File: src/rtl/stopwatch_upcounter_4d.sv
// Four-digit BCD mm:ss up-counting stopwatch with built-in prescaler and run-control FSM.
// Optional lap-hold display freeze is enabled by defining STOPWATCH_LAP_EN.
module stopwatch_upcounter_4d #(
    parameter int  TICK_DIV      = 100_000_000,
    localparam int BCD_BIT_WIDTH = 4
) (
    input  logic                     clk,
    input  logic                     rst,
    input  logic                     start_stop,
    input  logic                     clear,
    input  logic                     lap,
    output logic [BCD_BIT_WIDTH-1:0] digit0,
    output logic [BCD_BIT_WIDTH-1:0] digit1,
    output logic [BCD_BIT_WIDTH-1:0] digit2,
    output logic [BCD_BIT_WIDTH-1:0] digit3,
    output logic                     running,
    output logic                     done
);

    localparam int PW = (TICK_DIV > 1) ? $clog2(TICK_DIV) : 1;

    typedef enum logic [1:0] {
        ST_IDLE  = 2'd0,
        ST_RUN   = 2'd1,
        ST_PAUSE = 2'd2,
        ST_DONE  = 2'd3
    } state_t;

    typedef logic [3:0][BCD_BIT_WIDTH-1:0] count_t;

    localparam count_t COUNT_MAX = {4'd5, 4'd9, 4'd5, 4'd9};

    state_t          state_q, state_d;
    logic   [PW-1:0] pcnt_q, pcnt_d;
    count_t          cnt_q, cnt_d, cnt_inc;
    count_t          disp;
    logic            tick;

    always_comb begin
        // Ripple-carry BCD increment; digit3 never wraps since 59:59 saturates.
        cnt_inc = cnt_q;
        if (cnt_q[0] == 4'd9) begin
            cnt_inc[0] = 4'd0;
            if (cnt_q[1] == 4'd5) begin
                cnt_inc[1] = 4'd0;
                if (cnt_q[2] == 4'd9) begin
                    cnt_inc[2] = 4'd0;
                    cnt_inc[3] = cnt_q[3] + 4'd1;
                end else begin
                    cnt_inc[2] = cnt_q[2] + 4'd1;
                end
            end else begin
                cnt_inc[1] = cnt_q[1] + 4'd1;
            end
        end else begin
            cnt_inc[0] = cnt_q[0] + 4'd1;
        end
    end

    assign tick = (pcnt_q == PW'(TICK_DIV - 1));

    always_comb begin
        state_d = state_q;
        pcnt_d  = pcnt_q;
        cnt_d   = cnt_q;
        if (clear) begin
            state_d = ST_IDLE;
            pcnt_d  = '0;
            cnt_d   = '0;
        end else begin
            case (state_q)
                ST_IDLE: begin
                    if (start_stop) state_d = ST_RUN;
                end
                ST_RUN: begin
                    // A pause edge suppresses the wrap so no increment lands on it.
                    if (start_stop) begin
                        state_d = ST_PAUSE;
                    end else if (tick) begin
                        pcnt_d = '0;
                        cnt_d  = cnt_inc;
                        if (cnt_inc == COUNT_MAX) state_d = ST_DONE;
                    end else begin
                        pcnt_d = pcnt_q + PW'(1);
                    end
                end
                ST_PAUSE: begin
                    if (start_stop) state_d = ST_RUN;
                end
                default: ;
            endcase
        end
    end

    always_ff @(posedge clk) begin
        if (rst) begin
            state_q <= ST_IDLE;
            pcnt_q  <= '0;
            cnt_q   <= '0;
        end else begin
            state_q <= state_d;
            pcnt_q  <= pcnt_d;
            cnt_q   <= cnt_d;
        end
    end

`ifdef STOPWATCH_LAP_EN
    logic   hold_q, hold_d;
    count_t held_q, held_d;

    always_comb begin
        hold_d = hold_q;
        held_d = held_q;
        if (clear || state_d == ST_IDLE || state_d == ST_DONE) begin
            hold_d = 1'b0;
        end else if (lap && !start_stop &&
                     (state_q == ST_RUN || state_q == ST_PAUSE)) begin
            hold_d = !hold_q;
            if (!hold_q) held_d = cnt_q;
        end
    end

    always_ff @(posedge clk) begin
        if (rst) begin
            hold_q <= 1'b0;
            held_q <= '0;
        end else begin
            hold_q <= hold_d;
            held_q <= held_d;
        end
    end

    assign disp = hold_q ? held_q : cnt_q;
`else
    logic unused_lap;
    assign unused_lap = lap;
    assign disp       = cnt_q;
`endif

    assign digit0  = disp[0];
    assign digit1  = disp[1];
    assign digit2  = disp[2];
    assign digit3  = disp[3];
    assign running = (state_q == ST_RUN);
    assign done    = (state_q == ST_DONE);

endmodule

File: config.mk
export PLATFORM = sky130hd
export DESIGN_NAME = stopwatch_upcounter_4d
export DESIGN_NICKNAME = d
export VERILOG_FILES = /design/src/rtl/stopwatch_upcounter_4d.sv
export SDC_FILE = /design/constraint.sdc
export NUM_CORES = 1
export LEC_CHECK = 0
export BUFFER_PORTS_ARGS = -buffer_cell sky130_fd_sc_hd__buf_4
export CAP_MARGIN = 30
export CORE_AREA = 4 4 85 87
export DETAILED_ROUTE_END_ITERATION = 7
export DIE_AREA = 0 0 89 91
export PLACE_DENSITY = 0.5
export SLEW_MARGIN = 10
export SYNTH_ARGS = -nofsm -noshare
export SYNTH_HDL_FRONTEND = slang
export SYNTH_SLANG_ARGS = --single-unit
File: constraint.sdc
create_clock -name clk -period 4.24 [get_ports clk]
set_clock_uncertainty 0.15 [all_clocks]
set_input_delay 0.636 -clock clk [delete_from_list [all_inputs] [get_ports clk]]
set_output_delay 0.636 -clock clk [all_outputs]
set_load 0.02 [all_outputs]
---- Word-level counts from Yosys, hierarchy flattened ----
Cells that the tools add are included.
word-level totals
  input bits .............................. 5
  register bits after elaboration ......... 45
  logic and storage cells ................. 42
  output and inout port bits .............. 18
operators by class
  equal/unequal tests ..................... 11
  add/subtract/negate cells ............... 5
  reductions and logical operators ........ 7
  bitwise gates (word level) .............. 1
  mux-type cells .......................... 12
operator list
  operator               count
  $add 27x1->27 const B  1
  $eq 27x27->1 const B   1
  $mux 27                1
  $add 4x1->4 const B    4
  $eq 16x15->1 const B   1
  $mux 4                 4
  $mux 12                1
  $eq 4x4->1 const B     2
  $mux 2                 4
  $mux 8                 1
  $ne 3x2->1 const B     2
  $eq 2x2->1 const B     2
  $eq 4x3->1 const B     1
  $pmux 2 s2             1
  $reduce_and 4->1       1
  $reduce_or 2->1        2
  $reduce_and 3->1       1
  $eq 2x1->1 const B     1
  $logic_not 2->1        1
  $ne 2x1->1 const B     1
  $reduce_and 2->1       1
  $reduce_bool 2->1      1
  $not 1->1              1

---- Depth between registers and ports, before layout ----
Gate-level depths: netlist (run 1).
  depth after elaboration ................. 9
  gate-level depth with buffers ........... 7
  mapped depth without buffers ............ 6

---- Worst setup path after synthesis (run 1) ----
No wires, ideal clock.
  kind .................................... input to register
  start ................................... input port start_stop
  end ..................................... register cnt_q (netlist bit digit3[3])
  path slack .............................. 1817 ps
  setup time .............................. 70 ps
  cell stages on the path ................. 5
  path buffers ............................ 0
  required time ........................... 4020 ps
  arrival ................................. 2203 ps
  path through ............................ nand4bb_1 -> or4b_1 -> or3_4 -> or3_1 -> a21oi_1
between the ends
  longest elaborated chain between the ends .. 2
ends and longest elaborated chain
  item                               line  text
  from (decl)                        9     input logic start_stop,
  $not 1->1 (no source line)         --
  $reduce_and 3->1 (no source line)  --
  to (signal assigned)               103   cnt_q <= cnt_d;
  to (decl)                          35    count_t cnt_q, cnt_d, cnt_inc;
No other way between the ends.
A chain may end at the register's enable or synchronous reset.

---- Worst setup path in the final report (run 1) ----
  start ................................... register pcnt_q[0]
  end ..................................... register cnt_q (netlist bit digit3[3])
between the ends
  longest elaborated chain between the ends .. 2
ends and longest elaborated chain
  item                               line  text
  from (decl)                        34    logic [PW-1:0] pcnt_q, pcnt_d;
  from (signal assigned)             102   pcnt_q <= pcnt_d;
  $eq 27x27->1                       60    assign tick = (pcnt_q == PW'(TICK_DIV - 1));
  $reduce_and 3->1 (no source line)  --
No other way between the ends.

==> results of run 1 <==
[cell families (layout without fill, tap and decap cells)]
logic type | after synthesis | count (layout) | synth area share
simple gates | 131 | 131 | 0.3335
compound gates | 16 | 16 | 0.04806
mux | 7 | 7 | 0.03204
flops | 45 | 45 | 0.4119
fa+ha+maj | 2 | 2 | 0.01144
xor+xnor | 34 | 34 | 0.1362
buf+inv | 15 | 39 | 0.02689
[how the worst min path moves through the flow]
stage,from,to,depth (start not counted)
after detailed placement,pcnt_q[26]$_SDFFE_PP0P_,pcnt_q[26]$_SDFFE_PP0P_,2
after floorplan,pcnt_q[26]$_SDFFE_PP0P_,pcnt_q[26]$_SDFFE_PP0P_,2
after global routing,start_stop,state_q[0]$_SDFFE_PP0P_,2
final,pcnt_q[26]$_SDFFE_PP0P_,pcnt_q[26]$_SDFFE_PP0P_,2
after CTS,digit3[3]$_SDFFE_PP0P_,digit3[3]$_SDFFE_PP0P_,2
after global placement,pcnt_q[26]$_SDFFE_PP0P_,pcnt_q[26]$_SDFFE_PP0P_,2
[sequential cells by signal, summed over array words and instances (netlist names)]
| name | flops |
|---|---|
| digit0 | 4 |
| digit1 | 4 |
| digit2 | 4 |
| digit3 | 4 |
| pcnt_q | 27 |
| state_q | 2 |
[per-layer routing]
| metal | track usage | share of wire | routed length, µm |
|---|---|---|---|
| met3 | 0.03348 | 0.042 | 191 |
| met1 | 0.1595 | 0.47 | 2182 |
| met4 | 0.03722 | 0.013 | 59 |
| met2 | 0.2024 | 0.47 | 2168 |
| met5 | 0 | 0 | 0 |
[power by group]
group	switching (mW)	internal, mW	leakage, nW
registers	0.00116	0.423	0.362
clock network	0.156	0.237	0.0687
logic	0.0105	0.00552	0.444
total	0.167	0.666	0.875
[area by class of cell]
type | count | area [µm²] | area share
multi-input cells | 190 | 1227 | 0.4785
flip-flops and latches | 45 | 900.9 | 0.3512
repair buffers | 23 | 172.7 | 0.06732
well taps | 77 | 96.34 | 0.03756
clock buffers | 5 | 68.82 | 0.02683
clock inverters | 3 | 68.82 | 0.02683
inverters | 8 | 30.03 | 0.01171
[worst max-delay path, cell delays in order, from the launching register on]
cell and delay (ps):
dfxtp_1 400, ha_1 240, nand2_1 100, or4b_1 750, or3_4 480, or3_1 350, a21oi_1 130
[cells in the final DEF, fill, tap and decap left out, types with 2 or more instances in the layout]
| cell type | instances |
|---|---|
| buf_4 | 23 |
| xor2_1 | 22 |
| and2_1 | 3 |
| nand4b_1 | 2 |
| bufinv_16 | 2 |
| and4_1 | 7 |
| nand4_1 | 11 |
| clkbuf_8 | 5 |
| mux2i_1 | 7 |
| xnor2_1 | 12 |
| ha_1 | 2 |
| and3_1 | 6 |
| nor4_1 | 3 |
| nand2_1 | 9 |
| nor4bb_1 | 4 |
| nor3_1 | 8 |
| nor2b_1 | 2 |
| nor2_1 | 45 |
| nor3b_1 | 2 |
| inv_1 | 8 |
| nand3_1 | 15 |
| nor4b_1 | 2 |
| nand2b_1 | 2 |
| dfxtp_1 | 45 |
| or3_1 | 2 |
| a21oi_1 | 6 |
| o21ai_0 | 4 |
==> key figures, run 1 <==
Run status
  – Result of the run: finished, final reports clean

Global route
  – Total track usage: 0.1243
  – GRT Residual Overflow: 0
  – Initial antenna violation count: 0
  – Largest net degree at the start of global routing: 27
  – Vias in the first global route: roughly 1.7k
  – First-pass GRT wire length: between 8 and 9 mm

Placed design
  – Post-Place Worst Slack: 1285 ps
  – Routability cong.: roughly 0.72
  – Placed cells: around 340
  – Dpl hpwl: about 3.1 mm
  – Port buffer count: 21
  – Placed cell area: ~0.0024 mm²

Clock tree
  – Worst skew pair latency: 300 ps
  – Clock sink count: 45
  – H-Tree Depth: 2
  – CTS Buf Count: 5
  – Maximum clock insertion buffer count: 2
  – Post CTS Setup Buffer Count: 0
  – Clock Pin Slew Worst Setup and Hold Paths: about 90 ps
  – Number of instances resized during post-cts repair: 0
  – CTS root buffer: clkbuf_8
  – TritonCTS clock tree: yes
  – Hold Buf Count CTS: 0

Logic synthesis
  – Post-synthesis sequential area ratio: 0.4119
  – Leading area contributor after synthesis: dfxtp_1
  – EDFF count, synth: 0
  – Seq cells post-synth: 45
  – Yosys warns: 0
  – Commonest cells post-synth: dfxtp_1, nor2_1, xor2_1, nand3_1, xnor2_1
  – Count of cell types in the netlist: 40
  – Synth Net Count: roughly 260
  – Top area cells in the synthesized netlist: dfxtp_1, xor2_1, nor2_1
  – Top FF cell, synth: dfxtp_1
  – Synthesized area: approximately 0.0022 mm²
  – Ys async rst share: 0
  – Share of the synthesized area in the top cell type: 0.4119
  – Syn Area/Cell: 8.748 µm²
  – Cells after Synth: between 200 and 300

Floorplanning
  – Die W: about 89 µm
  – Core area: between 0.006 and 0.007 mm²
  – Initial Utilization: 0.3444
  – Site row count: 29
  – Vert. Die Dim: slightly above 90 µm
  – IO Count: 23
  – DIE AREA: about 0.0081 mm²

Job
  – Max-cap violations: 0

Detailed routing
  – Drt drc: 0
  – Vias per std cell: roughly 5.1
  – Routed WL: 4.601 mm
  – Post-detailed-route wirelength per cell: between 10 and 15 µm
  – ANT nets after route: 0
  – Starting DRT DRC Count: 81
  – Vias: ~1.8k
  – Pre-Repair DR Iteration Count: 4

Timing
  – Max transition margin: 0.3781
  – Fin. max-slew vios: 0
  – Crit share post-route: 0.6313
  – Final Setup Violations: 0
  – Hold Fails Final Rpt: 0
  – Achievable Freq: around 370 MHz
  – Sum of negative setup slack: 0 ps
  – Worst Hold Slack: 365.8 ps
  – Worst-Margin Slew: 925.2 ps
  – RSZ-0062 raised after global routing: false
  – Post-layout min period: between 2000 and 3000 ps
  – Slack of the critical path: about 1600 ps

Setup path
  – Critical R2R Launch: pcnt_q[0]$_SDFFE_PP0P_
  – CP arrival: 2760 ps
  – Reg2reg setup slack: 1560 ps
  – CP Capture Point: digit3[3]$_SDFFE_PP0P_
  – Crit end category: flip-flop
  – Crit path kind: flip-flop to flip-flop
  – Worst R2R End: digit3[3]$_SDFFE_PP0P_
  – Worst reg-to-reg path cell count: 6
  – CP startpoint: pcnt_q[0]$_SDFFE_PP0P_
  – Worst path required time: 4330 ps
  – CP max FO: 11
  – CP Launch Type: flip-flop

Finish
  – Final nets: 280
  – Post-route cell area: between 0.002 and 0.003 mm²
  – Fillcell total: a little under 700
  – Utilization after layout: 0.4039
  – Share of layout cells above drive strength 1: 0.1387
  – Synth-to-layout area growth: 17.28%
  – Ant. Diodes: 0
  – Cell Count, Final, Fillers Out: 351

Power
  – VDD IR-drop max: 0.1960 mV
  – Pwr Total: 833.2 µW
  – Power per cell area: roughly 320 mW/mm²
  – P_leak: approximately 0.9 nW

Hold path
  – Worst Hold Class: flip-flop to flip-flop
Power figures use the tool's default switching activity.
==> run 2, diff against run 1 <==
--- a/config.mk
+++ b/config.mk
@@ -5,12 +5,13 @@
 export SDC_FILE = /design/constraint.sdc
 export NUM_CORES = 1
 export LEC_CHECK = 0
+export ABC_AREA = 1
 export BUFFER_PORTS_ARGS = -buffer_cell sky130_fd_sc_hd__buf_4
 export CAP_MARGIN = 30
-export CORE_AREA = 4 4 85 87
+export CORE_AREA = 4 4 90 92
 export DETAILED_ROUTE_END_ITERATION = 7
-export DIE_AREA = 0 0 89 91
-export PLACE_DENSITY = 0.5
+export DIE_AREA = 0 0 94 96
+export PLACE_DENSITY = 0.51
 export SLEW_MARGIN = 10
 export SYNTH_ARGS = -nofsm -noshare
 export SYNTH_HDL_FRONTEND = slang
==> constraint.sdc (replaced) <==
create_clock -name clk -period 2.33 [get_ports clk]
set_clock_uncertainty 0.15 [all_clocks]
set_input_delay 0.3495 -clock clk [delete_from_list [all_inputs] [get_ports clk]]
set_output_delay 0.3495 -clock clk [all_outputs]
set_load 0.02 [all_outputs]
==> key figures, run 2 <==
Detailed routing
  – Starting DRT DRC Count: 68
  – Drt drc: 0
  – Vias: between 2k and 2.5k
  – Vias per std cell: 4.690
  – Post-detailed-route wirelength per cell: 11.44 µm
  – Pre-Repair DR Iteration Count: 4
  – ANT nets after route: 0
  – Routed WL: about 5.7 mm

Timing
  – Max transition margin: 0.7067
  – Final Setup Violations: 0
  – Hold Fails Final Rpt: 0
  – Crit share post-route: 0.8780
  – Achievable Freq: 488.8 MHz
  – RSZ-0062 raised after global routing: false
  – Post-layout min period: 2046 ps
  – Sum of negative setup slack: 0 ps
  – Worst Hold Slack: ~180 ps
  – Worst-Margin Slew: around 440 ps
  – Fin. max-slew vios: 0

Finish
  – Max FFs per register: 27
  – Synth-to-layout area growth: 18.09%
  – Share of layout cells above drive strength 1: 0.1537
  – Reg with most FFs: pcnt_q
  – Commonest non-fill, non-tap cell in the layout: nand2_1
  – Ant. Diodes: 0
  – Most frequent cells in the layout: nand2_1, inv_1, dfxtp_1
  – Final nets: approximately 400
  – Cell Count, Final, Fillers Out: a little under 500
  – Utilization after layout: 0.4043

Setup path
  – Worst R2R End: state_q[0]$_SDFFE_PP0P_
  – Most frequent cell on the critical path: nand2_1
  – Reg2reg setup slack: roughly 280 ps
  – Worst path required time: 2420 ps
  – Crit path kind: flip-flop to flip-flop
  – Worst path slowest cell: dfxtp_1
  – Worst reg-to-reg path cell count: 15
  – Crit end category: flip-flop
  – CP max FO: 9
  – Worst stage delay on the critical path: 360 ps
  – CP startpoint: digit0[2]$_SDFFE_PP0P_
  – CP Cell Sequence: inv_2 -> nand2_1 -> nor2_4 -> nand2_1 -> nor2_1 -> nand2_1 -> nand2_1 -> nand3_1 -> nor2_1 -> nand2_1 -> nand2_1 -> nand2_1 -> nand2_1 -> nand2_1 -> nor2_1
  – CP Capture Point: state_q[0]$_SDFFE_PP0P_
  – CP arrival: roughly 2100 ps
  – CP Launch Type: flip-flop
  – Critical R2R Launch: digit0[2]$_SDFFE_PP0P_

Logic synthesis
  – Commonest cells post-synth: nand2_1, inv_1, dfxtp_1, nor2_1, a21oi_1
  – Top FF cell, synth: dfxtp_1
  – Leading area contributor after synthesis: dfxtp_1
  – Ys async rst share: 0
  – Syn Area/Cell: just under 7 µm²
  – Top area cells in the synthesized netlist: dfxtp_1, nand2_1, inv_1
  – Most common cell in the netlist: nand2_1
  – Share of the synthesized area in the top cell type: 0.3647
  – EDFF count, synth: 0
  – Cells after Synth: 365
  – Synthesized area: 0.002470 mm²
  – Post-synthesis sequential area ratio: 0.3647
  – Seq cells post-synth: 45
  – Count of cell types in the netlist: 37
  – Yosys warns: 0
  – Synth Net Count: around 370

Job
  – Max-cap violations: 0

Clock tree
  – TritonCTS clock tree: yes
  – CTS Buf Count: 5
  – CTS root buffer: clkbuf_8
  – Maximum clock insertion buffer count: 2
  – H-Tree Depth: 2
  – Clock sink count: 45
  – Clock Pin Slew Worst Setup and Hold Paths: roughly 90 ps
  – Worst skew pair latency: approximately 300 ps

Global route
  – First-pass GRT wire length: between 10 and 15 mm
  – Largest net degree at the start of global routing: 16
  – Initial antenna violation count: 0
  – Total track usage: 0.1404
  – Vias in the first global route: about 2.2k
  – GRT Residual Overflow: 0

Placed design
  – Port buffer count: 21
  – Routability cong.: between 0.8 and 0.9
  – Dpl hpwl: roughly 4.4 mm
  – Placed cells: roughly 490

Power
  – P_leak: about 1.1 nW
  – VDD IR-drop max: slightly below 0.3 mV
  – Pwr Total: around 1.4 mW
  – Power per cell area: between 400 and 500 mW/mm²

Floorplanning
  – Site row count: 31
  – DIE AREA: between 0.009 and 0.01 mm²
  – Initial Utilization: 0.3424
  – IO Count: 23
  – Core area: approximately 0.007 mm²
  – Die W: between 90 and 100 µm
  – Vert. Die Dim: 96 µm

Hold path
  – Worst Hold Class: input pin to flip-flop

Run status
  – Result of the run: finished, final reports clean
-- run 2: repair_timing --
item | CTS | global route
endpoints found under the setup margin | 0 | 3
hold buffers | 0 | 0
resized for setup | 0 | 3
buffers inserted | 0 | 0
-- run 2: worst min path at each step --
stage	from	to	slack, ps	depth (start not counted)
3_5_place_dp	pcnt_q[21]$_SDFFE_PP0P_	pcnt_q[21]$_SDFFE_PP0P_	330	1
6_report	start_stop	state_q[0]$_SDFFE_PP0P_	180	4
3_3_place_gp	pcnt_q[21]$_SDFFE_PP0P_	pcnt_q[21]$_SDFFE_PP0P_	320	1
4_1_cts	start_stop	state_q[0]$_SDFFE_PP0P_	170	4
2_1_floorplan	pcnt_q[21]$_SDFFE_PP0P_	pcnt_q[21]$_SDFFE_PP0P_	290	1
5_1_grt	start_stop	state_q[0]$_SDFFE_PP0P_	170	4
-- run 2: power breakdown --
part           internal (mW)  total [mW]  switching (mW)
logic                 0.0173      0.0499          0.0326
registers              0.770       0.772         0.00223
clock network          0.350       0.619           0.269
-- run 2: cell type report --
type	count	area (µm²)
Clock buffer	7	86.33
Clock inverter	1	30.03
Fill cell	826	4298
Inverter	63	236.5
Multi-Input combinational cell	255	1330
Sequential cell	45	902.1
Tap cell	99	123.9
Timing Repair Buffer	26	207.7
-- run 2: cells by family after synthesis --
family | Yosys count | share of synthesized area
adder cells (fa/ha/maj) | 2 | 0.01013
AO/OA/AOI/OAI | 52 | 0.1191
flip-flops | 45 | 0.3647
XOR/XNOR | 4 | 0.01419
AND/OR/NAND/NOR | 197 | 0.3921
buffers and inverters | 65 | 0.09979
-- run 2: critical path: cells and delay by family (launching register included) --
kind | cells | cell delay [ps]
buffers and inverters | 1 | 100
DFF | 1 | 360
and+or+nand+nor | 14 | 1360
-- run 2: layer usage --
layer,up-vias,GRT usage,routed length [µm]
met5,-,0,0
met4,0,0.04332,59
met3,5,0.03049,170
met2,24,0.2407,2641
met1,1047,0.1763,2804
li1,1250,-,-
-- run 2: stage by stage --
step	area, µm²	setup WS, ps
2_1_floorplan	2470	499.9
3_3_place_gp	2791	295.4
3_5_place_dp	2791	283.4
4_1_cts	2908	253.9
5_1_grt	2917	11.89
6_report	2917	284.4
==> run 3, diff against run 2 <==
--- a/config.mk
+++ b/config.mk
@@ -8,10 +8,10 @@
 export ABC_AREA = 1
 export BUFFER_PORTS_ARGS = -buffer_cell sky130_fd_sc_hd__buf_4
 export CAP_MARGIN = 30
-export CORE_AREA = 4 4 90 92
+export CORE_AREA = 4 4 74 76
 export DETAILED_ROUTE_END_ITERATION = 7
-export DIE_AREA = 0 0 94 96
-export PLACE_DENSITY = 0.51
+export DIE_AREA = 0 0 78 80
+export PLACE_DENSITY = 0.72
 export SLEW_MARGIN = 10
 export SYNTH_ARGS = -nofsm -noshare
 export SYNTH_HDL_FRONTEND = slang
==> key figures, run 3 (same netlist as run 2, synthesis figures left out) <==
Timing
  – Achievable Freq: between 400 and 500 MHz
  – Worst-Margin Slew: ~400 ps
  – Slack of the critical path: between 200 and 250 ps
  – RSZ-0062 raised after global routing: false
  – Post-layout min period: 2090 ps
  – Max transition margin: 0.7253
  – Sum of negative setup slack: 0 ps
  – Crit share post-route: 0.8968
  – Worst Hold Slack: around 180 ps
  – Final Setup Violations: 0
  – Fin. max-slew vios: 0
  – Hold Fails Final Rpt: 0

Global route
  – Largest net degree at the start of global routing: 14
  – Initial antenna violation count: 0
  – Total track usage: 0.1904
  – First-pass GRT wire length: about 9.5 mm
  – GRT Residual Overflow: 0
  – Vias in the first global route: 2224

Floorplanning
  – IO Count: 23
  – Initial Utilization: 0.5229
  – Die W: between 70 and 80 µm
  – Core area: approximately 0.0047 mm²
  – DIE AREA: around 0.0062 mm²
  – Site row count: 25
  – Vert. Die Dim: 80 µm

Setup path
  – CP max FO: 6
  – Crit path kind: flip-flop to flip-flop
  – Worst stage delay on the critical path: around 420 ps
  – CP Cell Sequence: nand2_1 -> nor4_2 -> nand2_2 -> nor2_4 -> nand2_4 -> nor3_4 -> nand4_1 -> nand2_1 -> nor2_1
  – Worst path required time: ~2400 ps
  – Worst path slowest cell: nor4_2
  – Most frequent cell on the critical path: nand2_1
  – Family with the most delay on the worst path: simple AND/OR/NAND/NOR gates
  – CP Launch Type: flip-flop
  – Crit end category: flip-flop
  – CP Buf/Inv Count: 0
  – CP arrival: roughly 2100 ps

Finish
  – Ant. Diodes: 0
  – Max FFs per register: 27
  – Post-route cell area: 0.002855 mm²
  – Final nets: a little over 400
  – Fillcell total: 443
  – Synth-to-layout area growth: 15.60%
  – Commonest non-fill, non-tap cell in the layout: nand2_1
  – Most frequent cells in the layout: nand2_1, inv_1, dfxtp_1
  – Reg with most FFs: pcnt_q
  – Share of layout cells above drive strength 1: 0.1461

Placed design
  – Port buffer count: 21
  – Post-Place Worst Slack: 253.8 ps
  – Placed cell area: around 0.0027 mm²
  – Routability cong.: 0.8578
  – Dpl hpwl: roughly 4.2 mm

Detailed routing
  – Drt drc: 0
  – Post-detailed-route wirelength per cell: 11.63 µm
  – Routed WL: approximately 5.4 mm
  – Pre-Repair DR Iteration Count: 4
  – Vias per std cell: about 5
  – Starting DRT DRC Count: 115
  – ANT nets after route: 0
  – Vias: ~2.3k

Power
  – Pwr Total: 1.435 mW
  – Sw Ratio: 0.2084
  – Clock Power Share: 0.429
  – Part of the power in registers: 0.538
  – Psw: 298.9 µW
  – Int Power: about 1.1 mW
  – P_leak: about 1.1 nW
  – Power per cell area: 502.5 mW/mm²
  – VDD IR-drop max: 0.2726 mV
  – Combinational power share: 0.033

Clock tree
  – CTS Buf Count: 5
  – Clock sink count: between 40 and 50
  – Clock Pin Slew Worst Setup and Hold Paths: 80 ps
  – Hold Buf Count CTS: 0
  – Number of instances resized during post-cts repair: 0
  – Maximum clock insertion buffer count: 2
  – CTS root buffer: clkbuf_8
  – Post CTS Setup Buffer Count: 0
  – Worst skew pair latency: about 300 ps
  – H-Tree Depth: 2
  – TritonCTS clock tree: yes

Job
  – Max-cap violations: 0

Run status
  – Result of the run: finished, final reports clean

Hold path
  – Worst Hold Class: input pin to flip-flop
run 3: changes by cell type in the layout (fill, tap and decap cells not counted):
cell | before | now
nor2_1 | 42 | 43
nor2_2 | 4 | 3
buf_4 | 25 | 26
buf_12 | 1 | 0
nor3_1 | 16 | 17
nor3_2 | 2 | 1
dfxtp_1 | 44 | 45
dfxtp_2 | 1 | 0
run 3: layer usage:
metal | vias up | routed length, µm | track usage
met5 | - | 0 | 0
met4 | 0 | 76 | 0.06469
met3 | 10 | 182 | 0.04515
met2 | 34 | 2493 | 0.3262
met1 | 1019 | 2643 | 0.2339
li1 | 1248 | - | -
run 3: path summary, 6_finish.rpt:
check                           from                       to  slack, ps  cells past startpoint
max           pcnt_q[9]$_SDFFE_PP0P_  pcnt_q[26]$_SDFFE_PP0P_        240                      9
min reg2reg  pcnt_q[21]$_SDFFE_PP0P_  pcnt_q[21]$_SDFFE_PP0P_        340                      1
max reg2reg   pcnt_q[9]$_SDFFE_PP0P_  pcnt_q[26]$_SDFFE_PP0P_        240                      9
min                       start_stop  state_q[0]$_SDFFE_PP0P_        180                      4
run 3: power groups by stage:
stage,clock (mW),combinational (mW),sequential [mW]
after global routing,0.672,0.0535,0.773
after global placement,0,0.0474,0.790
final,0.615,0.0477,0.772
after detailed placement,0,0.0478,0.790
after floorplan,0,0.0305,0.790
after CTS,0.635,0.0482,0.772
run 3: worst reg2reg max path, stage by stage (launching register included):
cell,delay (ps)
dfxtp_1,410
nand2_1,210
nor4_2,420
nand2_2,140
nor2_4,170
nand2_4,90
nor3_4,170
nand4_1,110
nand2_1,70
nor2_1,40
run 3: cell type report:
cell class                      instances  area, µm²  area share
Multi-Input combinational cell        255       1323      0.4632
Sequential cell                        45      900.9      0.3155
Inverter                               63      236.5     0.08282
Timing Repair Buffer                   26      195.2     0.06836
Clock buffer                            7      86.33     0.03024
Tap cell                               67      83.83     0.02936
Clock inverter                          1      30.03     0.01052
run 3: per-stage QoR:
stage          cells  utilization
2_1_floorplan    365            -
3_3_place_gp     456       0.5799
3_5_place_dp     456       0.5799
4_1_cts          464       0.6045
5_1_grt          464       0.6045
6_report         464       0.6045
